[src/rtl/des_round_ctrl.sv]
// des_round_ctrl: iterative DES/3DES-EDE round sequencer driving an external f-function datapath.
module des_round_ctrl #(
  parameter int ROUNDS = 16
) (
  input  logic        clk,
  input  logic        n_rst,
  input  logic        in_valid,
  output logic        in_ready,
  input  logic [63:0] in_block,
  input  logic        triple,
  input  logic        decrypt,
  output logic [31:0] re_out,
  input  logic [31:0] f_in,
  output logic [1:0]  key_sel,
  output logic [3:0]  round_idx,
  output logic        out_valid,
  input  logic        out_ready,
  output logic [63:0] out_block,
  output logic        busy
);
  localparam logic [3:0] LAST = 4'(ROUNDS - 1);
  typedef enum logic [1:0] {IDLE, ROUND, DONE} state_t;
  state_t      state;
  logic [31:0] l, r;
  logic [3:0]  rnd;
  logic [1:0]  pass;
  logic        trip, dec, dir, last_rnd, last_pass;
  // EDE: the middle pass runs opposite to the outer two
  assign dir       = trip ? dec ^ (pass == 2'd1) : dec;
  assign last_rnd  = rnd == LAST;
  assign last_pass = trip ? pass == 2'd2 : 1'b1;
  always_ff @(posedge clk or posedge n_rst)
    if (n_rst) begin
      state <= IDLE;
      l     <= '0;
      r     <= '0;
      rnd   <= '0;
      pass  <= '0;
      trip  <= 1'b0;
      dec   <= 1'b0;
    end else
      case (state)
        IDLE: if (in_valid) begin
          l     <= in_block[63:32];
          r     <= in_block[31:0];
          trip  <= triple;
          dec   <= decrypt;
          rnd   <= '0;
          pass  <= '0;
          state <= ROUND;
        end
        ROUND: begin
          if (last_rnd) l <= l ^ f_in;
          else begin
            l <= r;
            r <= l ^ f_in;
          end
          rnd <= last_rnd ? 4'd0 : rnd + 4'd1;
          if (last_rnd && last_pass) state <= DONE;
          if (last_rnd && !last_pass) pass <= pass + 2'd1;
        end
        DONE: if (out_ready) state <= IDLE;
        default: state <= IDLE;
      endcase
  assign in_ready  = state == IDLE;
  assign busy      = state != IDLE;
  assign out_valid = state == DONE;
  assign re_out    = r;
  assign out_block = {l, r};
  assign key_sel   = state != ROUND || !trip ? 2'd0 : dec ? 2'd2 - pass : pass;
  assign round_idx = state != ROUND ? 4'd0 : dir ? LAST - rnd : rnd;
endmodule

[config.mk]
export PLATFORM = sky130hd
export DESIGN_NAME = des_round_ctrl
export DESIGN_NICKNAME = d
export VERILOG_FILES = /design/src/rtl/des_round_ctrl.sv
export SDC_FILE = /design/constraint.sdc
export NUM_CORES = 1
export LEC_CHECK = 0
export CORE_ASPECT_RATIO = 1.4
export CORE_MARGIN = 8
export CORE_UTILIZATION = 40
export CTS_CLUSTER_SIZE = 25
export DETAILED_ROUTE_END_ITERATION = 12
export HOLD_SLACK_MARGIN = 0.12
export MAX_ROUTING_LAYER = met4
export PLACE_DENSITY = 0.71
export SYNTH_ARGS = -nofsm -noshare
export SYNTH_HDL_FRONTEND = slang
export SYNTH_SLANG_ARGS = --single-unit
[constraint.sdc]
create_clock -name clk -period 6.3 [get_ports clk]
set_input_delay 0.63 -clock clk [delete_from_list [all_inputs] [get_ports clk]]
set_output_delay 0.63 -clock clk [all_outputs]
set_load 0.005 [all_outputs]
# Yosys cells after proc, flatten, opt, wreduce, memory -nomap -nowiden
# Index checks and enable logic that the tools add are counted.
[word_totals]
regBits = 74
input_bits = 102
out_inout_bits = 105
wordCells = 59
[op_classes]
addsub = 4
eq_ne = 11
muxes = 22
bitwise_logic = 2
n_reduce_logical = 13
[op_table]
columns = ["op", "n"]
rows = [
  ["$mux 32", 4],
  ["$pmux 32 s2", 2],
  ["$xor 32x32->32", 1],
  ["$mux 4", 4],
  ["$mux 2", 7],
  ["$reduce_and 3->1", 3],
  ["$ne 2x2->1 const B", 4],
  ["$pmux 4 s2", 1],
  ["$pmux 2 s3", 1],
  ["$add 4x1->4 const B", 1],
  ["$eq 2x1->1 const B", 2],
  ["$eq 2x2->1 const B", 2],
  ["$eq 4x4->1 const B", 1],
  ["$ne 2x1->1 const B", 2],
  ["$pmux 2 s2", 1],
  ["$reduce_and 2->1", 2],
  ["$reduce_bool 2->1", 2],
  ["$sub 4x4->4 const A", 1],
  ["$add 2x1->2 const B", 1],
  ["$logic_and 1x1->1", 2],
  ["$logic_not 1->1", 2],
  ["$logic_not 2->1", 1],
  ["$mux 1", 2],
  ["$sub 2x2->2 const A", 1],
  ["other kinds (2)", 2],
]

# Depth between registers and ports, before layout
[logic_depth]
word_depth = 6
ltp_mapped = 8

# Worst setup path after synthesis
# Ideal clock, no wire load.
[synth_path]
path_kind = "reg-to-output"
startpoint = "reg pass[0]"
endpoint = "out round_idx[1]"
arrival_time_ns = 1.217
path_slack_ns = 4.453
path_stages_with_launch = 6
n_path_buf = 0
cell_sequence = "dfrtp_1 > ha_1 > nand2_1 > xor2_1 > xor2_1 > nor2_1"
[synth_between]
elab_chain_cells = 5
[synth_rtl]
columns = ["item", "line_no", "text"]
rows = [
  ["start: declaration", "26", "logic [1:0] pass;"],
  ["start signal: assignment", "60", "if (last_rnd && !last_pass) pass <= pass + 2'd1;"],
  ["$eq 2x1->1", "29", "assign dir = trip ? dec ^ (pass == 2'd1) : dec;"],
  ["$xor 1x1->1", "29", ""],
  ["$mux 1", "29", ""],
  ["$mux 4 (2 in a row)", "71", "assign round_idx = state != ROUND ? 4'd0 : dir ? LAST - rnd : rnd;"],
  ["end: declaration", "15", "output logic [3:0] round_idx,"],
]
# Every way passes these cells.

# Worst setup path after layout
[layout_path]
startpoint = "reg state[0]"
endpoint = "reg r[4] (netlist: re_out[4])"
[layout_between]
elab_chain_cells = 3
elab_cells_between_ends = 7
classes_between = "eq/ne: 3; mux: 1; reduce/logical: 3"
[layout_rtl]
columns = ["item", "line_no", "text"]
rows = [
  ["start: declaration", "23", "state_t state;"],
  ["start signal: assignment", "34", "state <= IDLE;"],
  ["start signal: assignment", "50", "state <= ROUND;"],
  ["start signal: assignment", "59", "if (last_rnd && last_pass) state <= DONE;"],
  ["$eq 2x1->1 or $logic_not 2->1 (tied branches)", "42", "case (state)"],
  ["$ne 2x2->1 (no line) or $reduce_bool 2->1 (tied branches)", "n/a", ""],
  ["$reduce_and 3->1 (no line)", "n/a", ""],
  ["end signal: assignment", "45", "r <= in_block[31:0];"],
  ["end signal: assignment", "56", "r <= l ^ f_in;"],
  ["end: declaration", "24", "logic [31:0] l, r;"],
]
# Several ways; a longest one is shown, not always the timed one.
# A chain may end at the register's enable or synchronous reset.

==> impl_metrics.toml <==
[job]
drv.max_cap_violation_count = 0

[clocking]
cts_hold_buffers = 0
clockBufferDepth = 2
cts_post_setup_buffers_inserted = 0
post_cts_resized = 0
tritoncts_clock_tree = "done"
ctsRootBufferMaster = "sky130_fd_sc_hd__clkbuf_16"
h-tree-depth = 3
tritoncts_buffer_count = 9
cts_clock_pin_slew_for_the_worst_setup_and_hold_paths_ns = 0.06
sink_count_of_the_clock_tree = 74
clkLatencyLatePin_ns = 0.33

[sta]
rsz0062_at_grt = "false"
final-setup-viol-count = 0
fin_hold_ws_ns = 0.552
drv_slew = 0
setup_slack_ns = 3.01
clock.fmax_ghz = 0.304
max-slew-margin-rel_pct = 23.1
finalSetupTns_ns = 0
timing_hold_violations_final = 0
minimum_period_implied_by_the_final_worst_setup_slack_ns = 3.29
clock-skew-final_ns = 0.00641
tightestPinTransition_ns = 1.15
final_min_period_over_clock_period_pct = 52.3

[global_route]
track_usage_pct = 20.3
first_global_vias = 5381
number_of_antenna_violations_at_the_first_check_in_global_routing = 0
grt_start_max_net_pins = 84
global_route_wire_length_before_repair_mm = 27.9
globalRouteOverflowTotal = 0

[worst_setup_path]
crit_path_top_delay_cell = "sky130_fd_sc_hd__dfrtp_2"
crit_path_cell_trace = "o21ba_2 -> o21ai_4 -> buf_4 -> nand2_1 -> o21ai_0"
setup.worst_path.start = "state[0]$_DFFE_PP0P_"
timing.critical_path.arrival_ns = 3.49
timing.setup.critical_path_class = "register to register"
critPathMaxFanout = 69
critical_path.endpoint_type = "register"
regToRegStartpoint = "state[0]$_DFFE_PP0P_"
slowest_delay_ns = 1.13
worstSetupStartpointType = "register"
cp_required_ns = 6.49
worst_reg_to_reg_cells = 5

[hold_path]
hold_path.startpoint = "trip$_DFFE_PP0P_"
hold-path-cell-count = 1
hold_path.class = "register to register"

[place]
post-place-ws_ns = 2.81
gpl.final_weighted_congestion = 0.812
dp_hpwl_mm = 12.2
dpl_cell_area_mm2 = 0.00711
number_of_cells_after_detailed_placement = 944
numPortBuffers = 206

[logic_synthesis]
synth_sequential_area_ratio_pct = 34.9
post_synth_inst_count = 632
flip_flop_and_latch_count_after_synthesis = 74
synth.yosys.warnings = 0
synth.avg_cell_area_um2 = 8.40
mappedNetlistArea_mm2 = 0.00531
synth.lib_cells_used.distinct = 32
postSynthNetCount = 737

[floorplanning]
die_h_um = 152
io-pin-count = 207
placement_rows = 50
die_area_mm2 = 0.0173
die_width_um = 113
core_area_mm2 = 0.0132
starting_density_of_the_core_pct = 40.2

[layout]
postLayoutCellArea_mm2 = 0.00743
fin_nets = 878
finish.utilization_pct = 56.3
drive_above_1_share_pct = 6.17
layoutNonFillerInstCount = 960
diodes = 0
areaGrowthSynthToFinish_pct = 39.9

[routing]
drt_iter0_drc = 283
drc = 0
route.antenna.remaining_nets = 0
wl_per_cell_um = 18.1
routed_via_density = 5.39
vias_after_detailed_routing = 5171
first_pass_iters = 4
routed_wl_mm = 17.4

[power_and_ir_drop]
total_leakage_power_nw = 3.11
power_density_mw_per_mm2 = 502
worst_vdd_ir_v = 0.000369
post-layout-total-power_mw = 3.73

[run_status]
status = "finished, final reports clean"
==> report_power, final <==
group	switching, mW	internal [mW]	leakage (nW)	total (mW)
Combinational	0.902	1.20	2.06	2.10
Clock	0.195	0.351	0.156	0.546
Sequential	0.355	0.730	0.889	1.09
Total	1.45	2.28	3.11	3.73
==> critical path: cells and delay by family, from the launching register on <==
| kind | cells | cell delay [ns] |
|---|---|---|
| AOI/OAI and AO/OA | 3 | 1.46 |
| DFF | 1 | 1.13 |
| buffers and inverters | 1 | 0.39 |
| and+or+nand+nor | 1 | 0.12 |
==> placed cells by master (no fill, tap or decap), types with 3 or more instances in the layout <==
master,n
sky130_fd_sc_hd__nor2_1,39
sky130_fd_sc_hd__and3_1,33
sky130_fd_sc_hd__a211oi_1,32
sky130_fd_sc_hd__a2111oi_0,22
sky130_fd_sc_hd__o41ai_1,15
sky130_fd_sc_hd__buf_4,7
sky130_fd_sc_hd__o21ai_0,30
sky130_fd_sc_hd__o41ai_2,17
sky130_fd_sc_hd__ha_1,3
sky130_fd_sc_hd__nand2_1,43
sky130_fd_sc_hd__a21oi_1,97
sky130_fd_sc_hd__clkbuf_16,9
sky130_fd_sc_hd__inv_1,71
sky130_fd_sc_hd__clkbuf_8,4
sky130_fd_sc_hd__a2111oi_1,10
sky130_fd_sc_hd__xnor2_1,34
sky130_fd_sc_hd__xor2_1,3
sky130_fd_sc_hd__o21ai_1,7
sky130_fd_sc_hd__nand3_1,5
sky130_fd_sc_hd__dfrtp_1,72
sky130_fd_sc_hd__clkdlybuf4s50_1,206
==> cells in the mapped netlist <==
master | number | area, µm²
sky130_fd_sc_hd__o32ai_1 | 1 | 8.76
sky130_fd_sc_hd__o21ai_2 | 1 | 8.76
sky130_fd_sc_hd__nand4b_1 | 1 | 8.76
sky130_fd_sc_hd__o41ai_2 | 17 | 277
sky130_fd_sc_hd__a21oi_1 | 97 | 485
sky130_fd_sc_hd__mux2i_1 | 1 | 10.0
sky130_fd_sc_hd__dfrtp_1 | 74 | 1850
sky130_fd_sc_hd__nor2_2 | 1 | 6.26
sky130_fd_sc_hd__nand3_2 | 1 | 10.0
sky130_fd_sc_hd__clkbuf_1 | 12 | 45.0
sky130_fd_sc_hd__o21ai_0 | 30 | 150
sky130_fd_sc_hd__o41ai_1 | 15 | 131
sky130_fd_sc_hd__o2bb2ai_1 | 1 | 8.76
sky130_fd_sc_hd__o21ba_2 | 1 | 10.0
sky130_fd_sc_hd__ha_1 | 3 | 37.5
sky130_fd_sc_hd__nand2b_1 | 1 | 6.26
sky130_fd_sc_hd__nor2b_1 | 2 | 12.5
sky130_fd_sc_hd__a2111oi_0 | 22 | 193
sky130_fd_sc_hd__o21ai_1 | 7 | 35.0
sky130_fd_sc_hd__xor2_1 | 3 | 26.3
sky130_fd_sc_hd__nor2_1 | 39 | 146
sky130_fd_sc_hd__a2111oi_1 | 10 | 100
sky130_fd_sc_hd__nand2_1 | 43 | 161
sky130_fd_sc_hd__xnor2_1 | 34 | 298
sky130_fd_sc_hd__mux2_2 | 2 | 22.5
sky130_fd_sc_hd__buf_4 | 41 | 308
sky130_fd_sc_hd__nand3_1 | 5 | 25.0
sky130_fd_sc_hd__buf_6 | 9 | 101
sky130_fd_sc_hd__inv_1 | 72 | 270
sky130_fd_sc_hd__and3_1 | 33 | 206
sky130_fd_sc_hd__a211oi_1 | 32 | 240
sky130_fd_sc_hd__buf_2 | 21 | 105
==> flip-flops by register name (all words and copies together), names as in the netlist <==
signal  flops
l          32
trip        1
re_out     32
rnd         4
pass        2
dec         1
state       2
==> path summary, 6_finish.rpt <==
kind / to / slack, ns
max reg2reg: re_out[4]$_DFFE_PP0P_ / 3.01
max in group asynchronous: state[1]$_DFFE_PP0P_ / 4.67
min: trip$_DFFE_PP0P_ / 0.55
max: re_out[4]$_DFFE_PP0P_ / 3.01
min reg2reg: trip$_DFFE_PP0P_ / 0.55
min in group asynchronous: l[13]$_DFFE_PP0P_ / 0.91
==> cell type report <==
class,instances,area (µm²)
clock buffer,15,288
clock inverter,1,30.0
fill,1207,5770
inverter,72,272
multi-input combinational,403,2640
sequential,74,1850
tap,182,228
timing repair buffer,213,2110
==> layer usage <==
layer	part of all wire (%)	vias up	GRT usage, %
met5	0	-	-
met4	2.1	0	8.66
met3	4.9	23	2.78
met2	53	185	35.3
met1	40	2473	22.8
li1	-	2490	-
==> cell families after synthesis <==
| group | synth area share, % |
|---|---|
| xor gates and xnor gates | 6.11 |
| DFF | 34.9 |
| muxes | 0.613 |
| AOI/OAI and AO/OA | 31.1 |
| buffers and inverters | 15.6 |
| and+or+nand+nor | 11.0 |
| adders and majority gates | 0.707 |
Note: power is estimated with default switching activity, not from simulation.
